===== src/rtl/act_pwl_if.sv =====
// Sample/result handshake bundle for act_pwl: input sample side and result side.
interface act_pwl_if #(
  parameter int DATA_W = 16,
  parameter int TAG_W  = 4
);
  logic              in_valid;
  logic              in_ready;
  logic [DATA_W-1:0] in_x;
  logic              in_mode;
  logic [TAG_W-1:0]  in_tag;
  logic              out_valid;
  logic              out_ready;
  logic [DATA_W-1:0] out_y;
  logic [TAG_W-1:0]  out_tag;

  modport master (
    output in_valid, in_x, in_mode, in_tag, out_ready,
    input  in_ready, out_valid, out_y, out_tag
  );

  modport slave (
    input  in_valid, in_x, in_mode, in_tag, out_ready,
    output in_ready, out_valid, out_y, out_tag
  );
endinterface


===== src/rtl/act_pwl.sv =====
// Piecewise-linear tanh/sigmoid on signed fixed-point samples, tag carried alongside.
// 3-cycle latency, 1 sample/cycle; a stalled output freezes the whole pipe and drops in_ready.
module act_pwl #(
  parameter int DATA_W = 16,
  parameter int FRAC_W = 8,
  parameter int TAG_W  = 4
) (
  input logic      clk,
  input logic      rst,
  act_pwl_if.slave io
);

  localparam logic [DATA_W-1:0] MOST_NEG = {1'b1, {(DATA_W-1){1'b0}}};
  localparam logic [DATA_W-1:0] MAX_POS  = {1'b0, {(DATA_W-1){1'b1}}};
  localparam logic [DATA_W-1:0] C_0P25   = DATA_W'(1) << (FRAC_W - 2);
  localparam logic [DATA_W-1:0] C_0P5    = DATA_W'(1) << (FRAC_W - 1);
  localparam logic [DATA_W-1:0] C_0P6875 = DATA_W'(11) << (FRAC_W - 4);
  localparam logic [DATA_W-1:0] C_0P8125 = DATA_W'(13) << (FRAC_W - 4);
  localparam logic [DATA_W-1:0] C_1P0    = DATA_W'(1) << FRAC_W;
  localparam logic [DATA_W-1:0] C_1P5    = DATA_W'(3) << (FRAC_W - 1);
  localparam logic [DATA_W-1:0] C_2P0    = DATA_W'(1) << (FRAC_W + 1);
  localparam logic [DATA_W-1:0] C_3P0    = DATA_W'(3) << FRAC_W;

  logic adv;

  // S1: fold and segment select
  logic                     s1_vld_d, s1_vld_q;
  logic                     s1_neg_d, s1_neg_q;
  logic                     s1_mode_d, s1_mode_q;
  logic [DATA_W-1:0]        s1_mag_d, s1_mag_q;
  logic [2:0]               s1_seg_d, s1_seg_q;
  logic [TAG_W-1:0]         s1_tag_d, s1_tag_q;
  logic signed [DATA_W-1:0] x_half;
  logic [DATA_W-1:0]        x_pre;

  // S2: shift-add
  logic                     s2_vld_d, s2_vld_q;
  logic                     s2_neg_d, s2_neg_q;
  logic                     s2_mode_d, s2_mode_q;
  logic [DATA_W-1:0]        s2_m_d, s2_m_q;
  logic [TAG_W-1:0]         s2_tag_d, s2_tag_q;

  // S3: sign restore and sigmoid post-scale
  logic                     s3_vld_d, s3_vld_q;
  logic [DATA_W-1:0]        s3_y_d, s3_y_q;
  logic [TAG_W-1:0]         s3_tag_d, s3_tag_q;
  logic [DATA_W-1:0]        t_val;
  logic signed [DATA_W-1:0] t_half;
  logic [DATA_W-1:0]        sig_y;

  assign adv          = ~s3_vld_q | io.out_ready;
  assign io.in_ready  = adv;
  assign io.out_valid = s3_vld_q;
  assign io.out_y     = s3_y_q;
  assign io.out_tag   = s3_tag_q;

  always_comb begin
    x_half    = $signed(io.in_x) >>> 1;
    x_pre     = io.in_mode ? x_half : io.in_x;
    s1_vld_d  = io.in_valid;
    s1_mode_d = io.in_mode;
    s1_tag_d  = io.in_tag;
    s1_neg_d  = x_pre[DATA_W-1];
    // The most-negative sample has no positive twin; clamp its magnitude.
    if (x_pre == MOST_NEG) begin
      s1_mag_d = MAX_POS;
    end else if (s1_neg_d) begin
      s1_mag_d = -x_pre;
    end else begin
      s1_mag_d = x_pre;
    end
    if (s1_mag_d < C_0P5) begin
      s1_seg_d = 3'd0;
    end else if (s1_mag_d < C_1P0) begin
      s1_seg_d = 3'd1;
    end else if (s1_mag_d < C_1P5) begin
      s1_seg_d = 3'd2;
    end else if (s1_mag_d < C_2P0) begin
      s1_seg_d = 3'd3;
    end else if (s1_mag_d < C_3P0) begin
      s1_seg_d = 3'd4;
    end else begin
      s1_seg_d = 3'd5;
    end
  end

  always_comb begin
    s2_vld_d  = s1_vld_q;
    s2_neg_d  = s1_neg_q;
    s2_mode_d = s1_mode_q;
    s2_tag_d  = s1_tag_q;
    case (s1_seg_q)
      3'd0:    s2_m_d = s1_mag_q;
      3'd1:    s2_m_d = (s1_mag_q >> 1) + C_0P25;
      3'd2:    s2_m_d = (s1_mag_q >> 2) + C_0P5;
      3'd3:    s2_m_d = (s1_mag_q >> 3) + C_0P6875;
      3'd4:    s2_m_d = (s1_mag_q >> 4) + C_0P8125;
      default: s2_m_d = C_1P0;
    endcase
  end

  always_comb begin
    s3_vld_d = s2_vld_q;
    s3_tag_d = s2_tag_q;
    t_val    = s2_neg_q ? -s2_m_q : s2_m_q;
    t_half   = $signed(t_val) >>> 1;
    sig_y    = t_half + C_0P5;
    s3_y_d   = s2_mode_q ? sig_y : t_val;
  end

  always_ff @(posedge clk) begin
    if (!rst) begin
      s1_vld_q  <= 1'b0;
      s1_neg_q  <= 1'b0;
      s1_mode_q <= 1'b0;
      s1_mag_q  <= '0;
      s1_seg_q  <= '0;
      s1_tag_q  <= '0;
      s2_vld_q  <= 1'b0;
      s2_neg_q  <= 1'b0;
      s2_mode_q <= 1'b0;
      s2_m_q    <= '0;
      s2_tag_q  <= '0;
      s3_vld_q  <= 1'b0;
      s3_y_q    <= '0;
      s3_tag_q  <= '0;
    end else if (adv) begin
      s1_vld_q  <= s1_vld_d;
      s1_neg_q  <= s1_neg_d;
      s1_mode_q <= s1_mode_d;
      s1_mag_q  <= s1_mag_d;
      s1_seg_q  <= s1_seg_d;
      s1_tag_q  <= s1_tag_d;
      s2_vld_q  <= s2_vld_d;
      s2_neg_q  <= s2_neg_d;
      s2_mode_q <= s2_mode_d;
      s2_m_q    <= s2_m_d;
      s2_tag_q  <= s2_tag_d;
      s3_vld_q  <= s3_vld_d;
      s3_y_q    <= s3_y_d;
      s3_tag_q  <= s3_tag_d;
    end
  end

endmodule


===== src/flat_wrapper.sv =====
// flat-port wrapper written by rule: the top's interface ports become plain ports
module act_pwl_flat 
#(
  parameter int DATA_W = 16,
  parameter int FRAC_W = 8,
  parameter int TAG_W  = 4
)
  (clk, rst, io_in_valid, io_in_x, io_in_mode, io_in_tag, io_out_ready, io_in_ready, io_out_valid, io_out_y, io_out_tag);
  act_pwl_if #(.DATA_W(DATA_W), .TAG_W(TAG_W)) io_i ();
  input logic clk;
  input logic rst;
  input wire logic [$bits(io_i.in_valid)-1:0] io_in_valid;
  input wire logic [$bits(io_i.in_x)-1:0] io_in_x;
  input wire logic [$bits(io_i.in_mode)-1:0] io_in_mode;
  input wire logic [$bits(io_i.in_tag)-1:0] io_in_tag;
  input wire logic [$bits(io_i.out_ready)-1:0] io_out_ready;
  output wire logic [$bits(io_i.in_ready)-1:0] io_in_ready;
  output wire logic [$bits(io_i.out_valid)-1:0] io_out_valid;
  output wire logic [$bits(io_i.out_y)-1:0] io_out_y;
  output wire logic [$bits(io_i.out_tag)-1:0] io_out_tag;
  assign io_i.in_valid = io_in_valid;
  assign io_i.in_x = io_in_x;
  assign io_i.in_mode = io_in_mode;
  assign io_i.in_tag = io_in_tag;
  assign io_i.out_ready = io_out_ready;
  assign io_in_ready = io_i.in_ready;
  assign io_out_valid = io_i.out_valid;
  assign io_out_y = io_i.out_y;
  assign io_out_tag = io_i.out_tag;
  act_pwl #(.DATA_W(DATA_W), .FRAC_W(FRAC_W), .TAG_W(TAG_W)) u_core (.clk(clk), .rst(rst), .io(io_i));
endmodule

===== config.mk =====
export PLATFORM = sky130hd
export DESIGN_NAME = act_pwl_flat
export DESIGN_NICKNAME = d
export VERILOG_FILES = /design/src/rtl/act_pwl_if.sv /design/src/rtl/act_pwl.sv /design/src/flat_wrapper.sv
export SDC_FILE = /design/constraint.sdc
export NUM_CORES = 1
export LEC_CHECK = 0
export CAP_MARGIN = 20
export CORE_MARGIN = 1.5
export CORE_UTILIZATION = 25
export CTS_CLUSTER_SIZE = 25
export DETAILED_ROUTE_END_ITERATION = 8
export DONT_BUFFER_PORTS = 1
export MAX_ROUTING_LAYER = met4
export PLACE_DENSITY_LB_ADDON = 0.15
export SLEW_MARGIN = 0
export SYNTH_ARGS = -nofsm -noshare
export SYNTH_HDL_FRONTEND = slang
export SYNTH_SLANG_ARGS = --single-unit

===== constraint.sdc =====
create_clock -name clk -period 3.4 [get_ports clk]
set_input_delay 0 -clock clk [delete_from_list [all_inputs] [get_ports clk]]
set_output_delay 0 -clock clk [all_outputs]
set_load 0.1 [all_outputs]

After elaboration in Yosys (flattened, before gate mapping)
Index checks and enable logic that the tools add are counted.
{"block": "classes", "n_shift": 0, "n_mul": 0, "mux": 11, "magnitude_cmp": 5, "n_reduce_logical": 1, "n_eq_ne": 5, "bitwise": 2, "div": 0, "n_addsub": 7}
{"operator": "$pmux W16 S5", "count": 1}
{"operator": "$mux W16", "count": 4}
{"operator": "$lt A16 B10 Y1 const B", "count": 2}
{"operator": "$lt A16 B9 Y1 const B", "count": 2}
{"operator": "$neg A16 Y16", "count": 2}
{"operator": "$add A15 B7 Y16 const B", "count": 1}
{"operator": "$add A15 B9 Y16 const B", "count": 1}
{"operator": "$eq A16 B16 Y1 const B", "count": 1}
{"operator": "$lt A16 B8 Y1 const B", "count": 1}
{"operator": "$add A14 B8 Y15 const B", "count": 1}
{"operator": "$mux W15", "count": 1}
{"operator": "$add A13 B8 Y14 const B", "count": 1}
{"operator": "$add A12 B8 Y13 const B", "count": 1}
{"operator": "$mux W3", "count": 4}
{"operator": "$eq A3 B2 Y1 const B", "count": 2}
{"operator": "$eq A3 B1 Y1 const B", "count": 1}
{"operator": "$eq A3 B3 Y1 const B", "count": 1}
{"operator": "$logic_not A3 Y1", "count": 1}
{"operator": "$mux W1", "count": 1}
{"operator": "$not A1 Y1", "count": 1}
{"operator": "$or A1 B1 Y1", "count": 1}
{"block": "word_totals", "input_bits": 25, "elab_cells": 45, "latch_bits": 0, "romBits": 0, "ramBits": 0, "regBits": 70, "mem_count": 0, "out_inout_bits": 22}

Logic depth before layout (Yosys ltp)
Gate-level depths: netlist (run 1).
{"block": "depth", "depth_word": 10, "ltp_mapped": 13, "ltp_nobuf": 11}

Worst setup path before layout (run 1)
Ideal clock, no wire load.
{"block": "synth_path", "path_kind": "register -> register", "startpoint": "reg u_core.s2_m_q[0]", "endpoint": "reg u_core.s3_y_q[15] (netlist: u_core.io.out_y[15])", "required_time_ns": 3.281, "setup_ns": 0.119, "path_slack_ns": 0.627, "stages_incl_launch_ff": 10, "n_path_buf": 0, "arrival_ns": 2.653, "synth_period_minus_slack_ns": 2.773, "cell_sequence": "dfxtp_1 -> or4_4 -> or3_4 -> o21ai_0 -> xnor2_1 -> ha_1 -> or4bb_1 -> nor3_1 -> o21ai_1 -> o211a_1"}
{"block": "synth_via", "elab_chain_len": 4}
{"element": "start: declaration", "line": "act_pwl.sv:40", "source": "logic [DATA_W-1:0] s2_m_d, s2_m_q;"}
{"element": "start signal: assignment", "line": "act_pwl.sv:137", "source": "s2_m_q <= s2_m_d;"}
{"element": "$neg A16 Y16 (*)", "line": "act_pwl.sv:105", "source": "t_val = s2_neg_q ? -s2_m_q : s2_m_q;"}
{"element": "$mux W16 (*)", "line": "act_pwl.sv:105"}
{"element": "$add A15 B9 Y16", "line": "act_pwl.sv:107", "source": "sig_y = t_half + C_0P5;"}
{"element": "$mux W16 (*)", "line": "act_pwl.sv:108", "source": "s3_y_d = s2_mode_q ? sig_y : t_val;"}
{"element": "end signal: assignment", "line": "act_pwl.sv:140", "source": "s3_y_q <= s3_y_d;"}
{"element": "end: declaration", "line": "act_pwl.sv:45", "source": "logic [DATA_W-1:0] s3_y_d, s3_y_q;"}
Mark *: on every way between the ends. The rest lies on a longest branch, timed or not.
A chain may end at the register's enable or synchronous reset.

Worst setup path in the final report (run 1)
Ends and elaborated chain as after synthesis.

==> results of run 1 <==
## worst min-delay path, stage by stage
cell and delay [ns]:
mux4_2 0.15, a21oi_1 0.08, nor2_1 0.09
## flip-flops by register name (all words and copies together) (netlist names), 3 cells and up
signal / cells
u_core.s1_seg_q: 3
u_core.io.out_tag: 4
u_core.s1_mag_q: 16
u_core.s2_m_q: 16
u_core.io.out_y: 16
u_core.s2_tag_q: 4
u_core.s1_tag_q: 4
## layer usage
metal | GRT usage [%] | wire [µm] | up-vias
met4 | 5.32 | 248 | 0
met1 | 19.1 | 6960 | 2169
met5 | - | 0 | -
li1 | - | - | 2290
met3 | 2.62 | 509 | 15
met2 | 22.7 | 6400 | 70
## worst paths after layout
kind / startpoint / endpoint / slack, ns
hold reg to reg: u_core.s1_tag_q[0] / u_core.s1_tag_q[0] / 0.46
hold / removal: io_in_x[15] / u_core.s1_mag_q[3] / 0.01
setup reg to reg: u_core.s2_m_q[0] / u_core.io.out_y[15] / 0.44
setup / recovery: u_core.s2_m_q[0] / u_core.io.out_y[15] / 0.44
## cell type report
class / instances / area share, %
clock buffer: 9 / 3.98
clock inverter: 7 / 1.39
inverter: 11 / 0.729
multi-input combinational: 511 / 59.2
sequential: 70 / 24.8
tap: 265 / 5.86
timing repair buffer: 21 / 4.11
## where the power goes
group	leakage (nW)	total (mW)	switching, mW	internal, mW
clock	0.151	0.974	0.397	0.577
sequential	0.576	1.07	0.200	0.875
combinational	1.25	0.457	0.240	0.217
## cell usage after synthesis, drive strengths merged, types with 7 or more instances
cell type	number	area (µm²)
inv	10	37.5
a31oi	11	68.8
and2	9	56.3
dfxtp	70	1400
a21boi	26	195
ha	9	113
buf	7	35.0
xor2	15	139
nor2	36	135
o21ai	42	221
o22ai	9	56.3
nor3	15	80.1
a211oi	9	67.6
a21oi	35	175
o211ai	8	60.1
mux2i	18	180
clkbuf	43	161
a22oi	12	90.1
nor2b	27	169
nand3	14	70.1
nand2	94	353
xnor2	25	219
## layout by cell type, fill, tap and decap left out, types with 8 or more instances in the layout
cell type	instances
xor2_1	14
a21boi_0	26
dlygate4sd3_1	12
dfxtp_1	70
o21ai_0	40
and2_1	9
nand2_1	94
a31oi_1	11
xnor2_1	25
a21oi_1	35
nand3_1	14
a22oi_1	12
ha_1	9
clkbuf_16	9
mux2i_1	18
o211ai_1	8
nor2b_1	26
a211oi_1	9
nor3_1	14
inv_1	9
o22ai_1	9
nor2_1	36
## kinds of logic after synthesis
kind of cell	after synthesis
AO/OA/AOI/OAI	199
AND/OR/NAND/NOR	240
XOR/XNOR	40
multiplexers	23
flip-flops	70
buffers and inverters	61
adder cells (fa/ha/maj)	9
## per-stage QoR
stage          power (mW)  area, µm²  utilization (%)
6_report             2.51       5660             29.0
3_5_place_dp         1.52       5210             26.7
2_1_floorplan        1.44       4980                -
3_3_place_gp         1.52       5210             26.7
5_1_grt              2.65       5660             29.0
4_1_cts              2.54       5660             29.0
## repair_timing
item                      CTS  global route
hold buffers               13             0
gates resized for setup     0             0
hold endpoints to repair   70             0
==> results.py, run 1 <==
metrics = {
    "critical_path": {
        "cp_max_fo": 5,
        "crit_path_end_kind": "flop",
        "cp.required_ns": 3.64,
        "cp.depth": 9,
        "cpPeakStageDelay_ns": 0.59,
        "crit_chain": "or4_4, or3_4, o21ai_0, xnor2_1, ha_1, or4bb_1, nor3_1, o21ai_1, o211a_1",
        "cp.arrival_ns": 3.20,
        "critical_path_buf_inv_count": 0,
        "cp_top_family": "simple AND/OR/NAND/NOR gates",
        "crit_slowest_cell": "or4_4",
        "r2r_cells": 9,
        "startpoint_type": "flop",
        "critical_path_class": "flop to flop",
    },
    "die": {
        "start_util_pct": 25.5,
        "die_w_um": 144,
        "rows": 51,
        "dieArea_um2": 20800,
        "core-area_um2": 19500,
        "die_h_um": 144,
        "boundaryPins": 47,
    },
    "synthesis": {
        "synth-seq-cells": 70,
        "synth-main-ff-cell": "dfxtp_1",
        "ys_types": 71,
        "synth_nets": 676,
        "synth_area_um2": 4980,
        "ys_async_sr_fraction_pct": 0,
        "yosys.area_share.adder_pct": 2.26,
        "syn_avg_cell_area_um2": 7.76,
        "synth_simple_gate_area_share_pct": 24.2,
        "synth_edf_count": 0,
        "synth_top_family_by_area": "compound AO/OA/AOI/OAI gates",
        "synth_xor_area_share_pct": 7.18,
        "synth-compound-area-share_pct": 27.8,
        "synth_cells": 642,
        "yosysWarnings": 0,
        "seq_area_frac_synth_pct": 28.1,
        "synthMuxAreaShare_pct": 5.65,
    },
    "cts": {
        "cts.sinks": 70,
        "cts_tree": "yes",
        "htree_levels": 3,
        "cts_setup_buffers": 0,
        "cts.clk_slew.worst_paths_ns": 0.06,
        "ctsLongestPathBuffers": 2,
        "cts-root-buf": "clkbuf_16",
        "clock_latency_ns": 0.34,
        "numCtsBuffers": 9,
    },
    "final_layout": {
        "seq_area_um2": 1400,
        "area_growth_pct": 13.6,
        "num_antenna_cells": 0,
        "fill_cells": 2193,
        "multiInputGateArea_um2": 3350,
        "stdcell_count": 894,
        "final_nets": 658,
        "drive_gt1_share_pct": 8.90,
    },
    "timing": {
        "worst_pin_slew_ns": 1.00,
        "slew_headroom_pct": 33.2,
        "timing.fmax_ghz": 0.338,
        "tns_ns": 0,
        "fin_worst_skew_ns": 0.00680,
        "rsz0062_at_grt": "no",
        "setup_viol": 0,
        "hold_violations": 0,
        "fin_hold_ws_ns": 0.0143,
        "fin_crit_ns": 2.96,
        "timing.final.crit_share_pct": 87.1,
        "drv_slew": 0,
        "setup_slack_ns": 0.439,
    },
    "routing": {
        "drt_iter0_markers": 290,
        "wl_per_cell_um": 15.8,
        "dr.pass1.iters": 6,
        "drt_wl_total_mm": 14.1,
        "via_per_inst": 5.08,
        "drc": 0,
        "ant_nets": 0,
        "vias": 4544,
    },
    "placed_design": {
        "routabilityCongestion": 0.836,
        "port_buffers": 0,
        "dp.cells": 865,
        "dp_slack_ns": 0.446,
        "hpwl_mm": 9.93,
    },
    "grt": {
        "grt_overflow": 0,
        "grt_pass1_vias": 4558,
        "grt_pass1_wl_mm": 23.4,
        "track_usage_pct": 14.7,
        "antenna_found_initial": 0,
        "grt_max_degree": 72,
    },
    "power_and_ir_drop": {
        "irDropWorstVdd_v": 0.000198,
        "power_density_nw_per_um2": 443,
        "p_leak_nw": 1.98,
    },
    "worst_hold_path": {
        "worstHoldPathCells": 3,
        "hold_path.class": "input port to flop",
    },
    "status": {
        "status": "complete, no violations",
    },
    "run": {
        "maxCapViolCount": 0,
    },
}
Power figures use the tool's default switching activity.
==> run 2: changes to the inputs <==
==> constraint.sdc (replaced) <==
create_clock -name clk -period 3.4 [get_ports clk]
set_input_delay 0.17 -clock clk [delete_from_list [all_inputs] [get_ports clk]]
set_output_delay 0.17 -clock clk [all_outputs]
set_load 0.1 [all_outputs]
==> results.py, run 2 (same netlist as run 1, synthesis figures left out) <==
metrics = {
    "timing": {
        "hold_violations": 0,
        "setup_viol": 0,
        "fin_crit_ns": 2.97,
        "worst_pin_slew_ns": 1.03,
        "rsz0062_at_grt": "no",
        "drv_slew": 0,
        "setup_slack_ns": 0.434,
        "timing.fmax_ghz": 0.337,
        "timing.final.crit_share_pct": 87.2,
        "tns_ns": 0,
        "fin_worst_skew_ns": 0.00791,
        "slew_headroom_pct": 31.0,
    },
    "cts": {
        "cts.sinks": 70,
        "cts.clk_slew.worst_paths_ns": 0.06,
        "htree_levels": 3,
        "numCtsBuffers": 9,
        "cts_tree": "yes",
        "ctsLongestPathBuffers": 2,
        "cts-root-buf": "clkbuf_16",
        "clock_latency_ns": 0.35,
    },
    "final_layout": {
        "drive_gt1_share_pct": 8.83,
        "final_nets": 652,
        "mostFrequentLayoutCell": "nand2_1",
        "layout_common_cells": "nand2_1, dfxtp_1, o21ai_0",
        "utilization_pct": 28.5,
        "num_antenna_cells": 0,
        "area_growth_pct": 11.6,
    },
    "critical_path": {
        "path_common_cell": "o21ai_0",
        "cp.arrival_ns": 3.22,
        "cp_max_fo": 5,
        "r2r_cells": 9,
        "crit_slowest_cell": "or4_4",
        "critical_path_class": "flop to flop",
        "cpPeakStageDelay_ns": 0.58,
        "crit_path_end_kind": "flop",
        "cp.required_ns": 3.66,
        "crit_chain": "or4_4, or3_4, o21ai_0, xnor2_1, ha_1, or4bb_1, nand2_1, o21ai_0, a311oi_1",
        "startpoint_type": "flop",
    },
    "power_and_ir_drop": {
        "power_density_nw_per_um2": 433,
        "p_total_mw": 2.41,
        "irDropWorstVdd_v": 0.000214,
        "p_leak_nw": 1.93,
    },
    "die": {
        "boundaryPins": 47,
        "rows": 51,
        "die_w_um": 144,
        "start_util_pct": 25.5,
        "core-area_um2": 19500,
        "dieArea_um2": 20800,
        "die_h_um": 144,
    },
    "routing": {
        "ant_nets": 0,
        "via_per_inst": 5.18,
        "drt_wl_total_mm": 14.2,
        "drc": 0,
        "drt_iter0_markers": 249,
        "vias": 4601,
        "wl_per_cell_um": 16.0,
        "dr.pass1.iters": 4,
    },
    "grt": {
        "grt_pass1_wl_mm": 23.4,
        "track_usage_pct": 14.7,
        "antenna_found_initial": 0,
        "grt_max_degree": 70,
        "grt_overflow": 0,
        "grt_pass1_vias": 4370,
    },
    "placed_design": {
        "hpwl_mm": 9.98,
        "port_buffers": 0,
        "dp_slack_ns": 0.463,
        "routabilityCongestion": 0.854,
    },
    "worst_hold_path": {
        "worstHoldPathCells": 2,
        "hold_path.class": "input port to flop",
    },
    "status": {
        "status": "complete, no violations",
    },
    "run": {
        "maxCapViolCount": 0,
    },
}
## run 2: cell type report
class / instances / area, µm²
Fill cell: 2168 / 14000
Tap cell: 265 / 332
Multi-Input combinational cell: 511 / 3350
Inverter: 11 / 41.3
Clock buffer: 10 / 229
Clock inverter: 6 / 47.5
Sequential cell: 70 / 1400
Timing Repair Buffer: 15 / 160
## run 2: final timing paths
path	start	endpoint	slack, ns
setup reg to reg	u_core.s2_m_q[0]	u_core.io.out_y[13]	0.43
setup / recovery	u_core.s2_m_q[0]	u_core.io.out_y[13]	0.43
hold reg to reg	u_core.s1_vld_q	u_core.s1_vld_q	0.46
hold / removal	io_in_mode	u_core.s1_mode_q	0.02
## run 2: report_power, final
part           leakage, nW  total [mW]  switching, mW  internal, mW
Sequential           0.576        1.08          0.200         0.875
Combinational         1.22       0.448          0.236         0.212
Clock                0.133       0.887          0.389         0.499
## run 2: worst max-delay path: cells and delay by family (launching register included)
kind            cells  cell delay (ns)
compound gates      3             0.56
xor+xnor            1             0.17
fa+ha+maj           1             0.25
flops               1             0.35
simple gates        4             1.55
## run 2: stage by stage
step | hold WS, ns | instances | area [µm²]
after CTS | 0.0161 | 888 | 5560
after global routing | 0.0296 | 888 | 5560
after floorplan | 0.317 | 642 | 4980
after detailed placement | 0.302 | 865 | 5200
after global placement | 0.301 | 865 | 5200
final | 0.0168 | 888 | 5560
## run 2: routing by layer
layer / track usage (%) / vias to the layer above / part of all wire [%]
met5: - / - / 0
met4: 6.22 / 0 / 2.1
met3: 2.19 / 21 / 3.6
met2: 22.3 / 90 / 45
met1: 19.5 / 2210 / 49
li1: - / 2280 / -
## run 2: timing repair
item	CTS	global route
hold buffers	7	0
gates resized for setup	0	0
buffers inserted	0	0
endpoints found under the hold margin	69	0
==> run 3: changes to the inputs <==
GPL_TIMING_DRIVEN = 0   (was unset)
==> results.py, run 3 (same netlist as run 1, synthesis figures left out) <==
metrics = {
    "status": {
        "status": "complete, no violations",
    },
    "routing": {
        "dr.pass1.iters": 4,
        "drt_iter0_markers": 289,
        "vias": 4841,
        "via_per_inst": 5.23,
        "drt_wl_total_mm": 17.1,
        "wl_per_cell_um": 18.5,
        "ant_nets": 0,
        "drc": 0,
    },
    "grt": {
        "antenna_found_initial": 0,
        "track_usage_pct": 17.4,
        "grt_pass1_wl_mm": 26.5,
        "grt_overflow": 0,
        "grt_pass1_vias": 4716,
        "grt_max_degree": 13,
    },
    "final_layout": {
        "mostFrequentLayoutCell": "nand2_1",
        "drive_gt1_share_pct": 7.41,
        "fill_cells": 2158,
        "area_growth_pct": 13.4,
        "utilization_pct": 28.9,
        "final_nets": 691,
        "layout_common_cells": "nand2_1, dfxtp_1, clkbuf_1, o21ai_0, nor2_1",
        "num_antenna_cells": 0,
    },
    "timing": {
        "worst_pin_slew_ns": 0.995,
        "hold_violations": 0,
        "timing.fmax_ghz": 0.321,
        "fin_crit_ns": 3.12,
        "timing.final.crit_share_pct": 91.7,
        "fin_worst_skew_ns": 0.0110,
        "slew_headroom_pct": 33.6,
        "rsz0062_at_grt": "no",
        "setup_viol": 0,
        "drv_slew": 0,
    },
    "cts": {
        "cts.clk_slew.worst_paths_ns": 0.06,
        "cts_tree": "yes",
        "ctsLongestPathBuffers": 2,
        "cts-root-buf": "clkbuf_16",
        "htree_levels": 3,
        "numCtsBuffers": 9,
        "cts.sinks": 70,
        "clock_latency_ns": 0.35,
    },
    "power_and_ir_drop": {
        "irDropWorstVdd_v": 0.000230,
        "power_density_nw_per_um2": 440,
        "p_total_mw": 2.49,
        "p_leak_nw": 1.94,
    },
    "critical_path": {
        "cp.arrival_ns": 3.36,
        "crit_path_end_kind": "flop",
        "cp_max_fo": 5,
        "cp.required_ns": 3.64,
        "critical_path_class": "flop to flop",
        "regToRegSetupSlack_ns": 0.28,
        "startpoint_type": "flop",
    },
    "die": {
        "core-area_um2": 19500,
        "rows": 51,
        "die_h_um": 144,
        "start_util_pct": 25.5,
        "dieArea_um2": 20800,
        "die_w_um": 144,
        "boundaryPins": 47,
    },
    "placed_design": {
        "hpwl_mm": 12.7,
        "routabilityCongestion": 0.852,
        "port_buffers": 0,
    },
    "worst_hold_path": {
        "hold_path.class": "input port to flop",
    },
    "run": {
        "maxCapViolCount": 0,
    },
}
==> run 3: cell types whose count changed in the layout (fill, tap and decap cells not counted), moves of 2 or more <==
cell	previous run	this run
buf_4	7	0
clkinv_4	3	0
clkbuf_8	0	2
clkbuf_1	1	40
clkbuf_2	0	2
buf_1	0	5
clkinvlp_4	1	3
==> run 3: final timing paths <==
path / depth (start not counted) / to / from
max: 9 / u_core.io.out_y[15] / u_core.s2_m_q[0]
max reg2reg: 9 / u_core.io.out_y[15] / u_core.s2_m_q[0]
min: 2 / u_core.s1_mag_q[0] / io_in_x[1]
min reg2reg: 2 / u_core.s1_tag_q[3] / u_core.s1_tag_q[3]
==> run 3: worst max-delay path, stage by stage, from the launching register on <==
cell	delay, ns
dfxtp_1	0.35
or4_4	0.58
or3_4	0.42
o21ai_0	0.20
xnor2_1	0.18
ha_1	0.30
or4bb_1	0.48
nor3_1	0.21
o21ai_1	0.10
o211a_1	0.17
==> run 3: power by group <==
group          total [mW]  internal, mW  leakage (nW)  switching, mW
registers            1.04         0.875         0.576          0.170
clock network       0.923         0.532         0.130          0.391
logic               0.520         0.217          1.23          0.304
total                2.49          1.62          1.94          0.864
==> run 3: cell type report <==
cell class	count	area [µm²]	area share (%)
clock inverter	4	31.3	0.553
clock buffer	11	253	4.47
tap	265	332	5.87
inverter	11	41.3	0.731
timing repair buffer	5	50.0	0.886
multi-input combinational	511	3350	59.2
sequential	70	1400	24.8
buffer	49	195	3.45
==> run 3: metal layers <==
metal / up-vias / routed length (µm) / track usage [%]
met5: - / 0 / -
met4: 0 / 235 / 4.04
met3: 14 / 1020 / 4.47
met2: 124 / 7750 / 27.2
met1: 2349 / 8140 / 22.4
li1: 2354 / - / -
==> run 3: repair_timing <==
action	4_1_cts	5_1_grt
setup buffers	0	0
hold endpoints to repair	5	0
setup endpoints to repair	4	10
hold buffers	5	0
resized for setup	1	3
==> run 3: stage by stage <==
step / setup slack (ns) / hold slack, ns / cell area, µm² / std cells / setup TNS [ns]
detailed placement: -0.482 / 0.334 / 5320 / 907 / -3.83
CTS: 0.129 / 0.0946 / 5650 / 927 / 0
floorplan: 0.502 / 0.317 / 4980 / 642 / 0
global placement: -0.540 / 0.330 / 5310 / 907 / -3.74
finish: 0.284 / 0.0984 / 5650 / 926 / 0
global route: 0.0734 / 0.125 / 5650 / 926 / 0
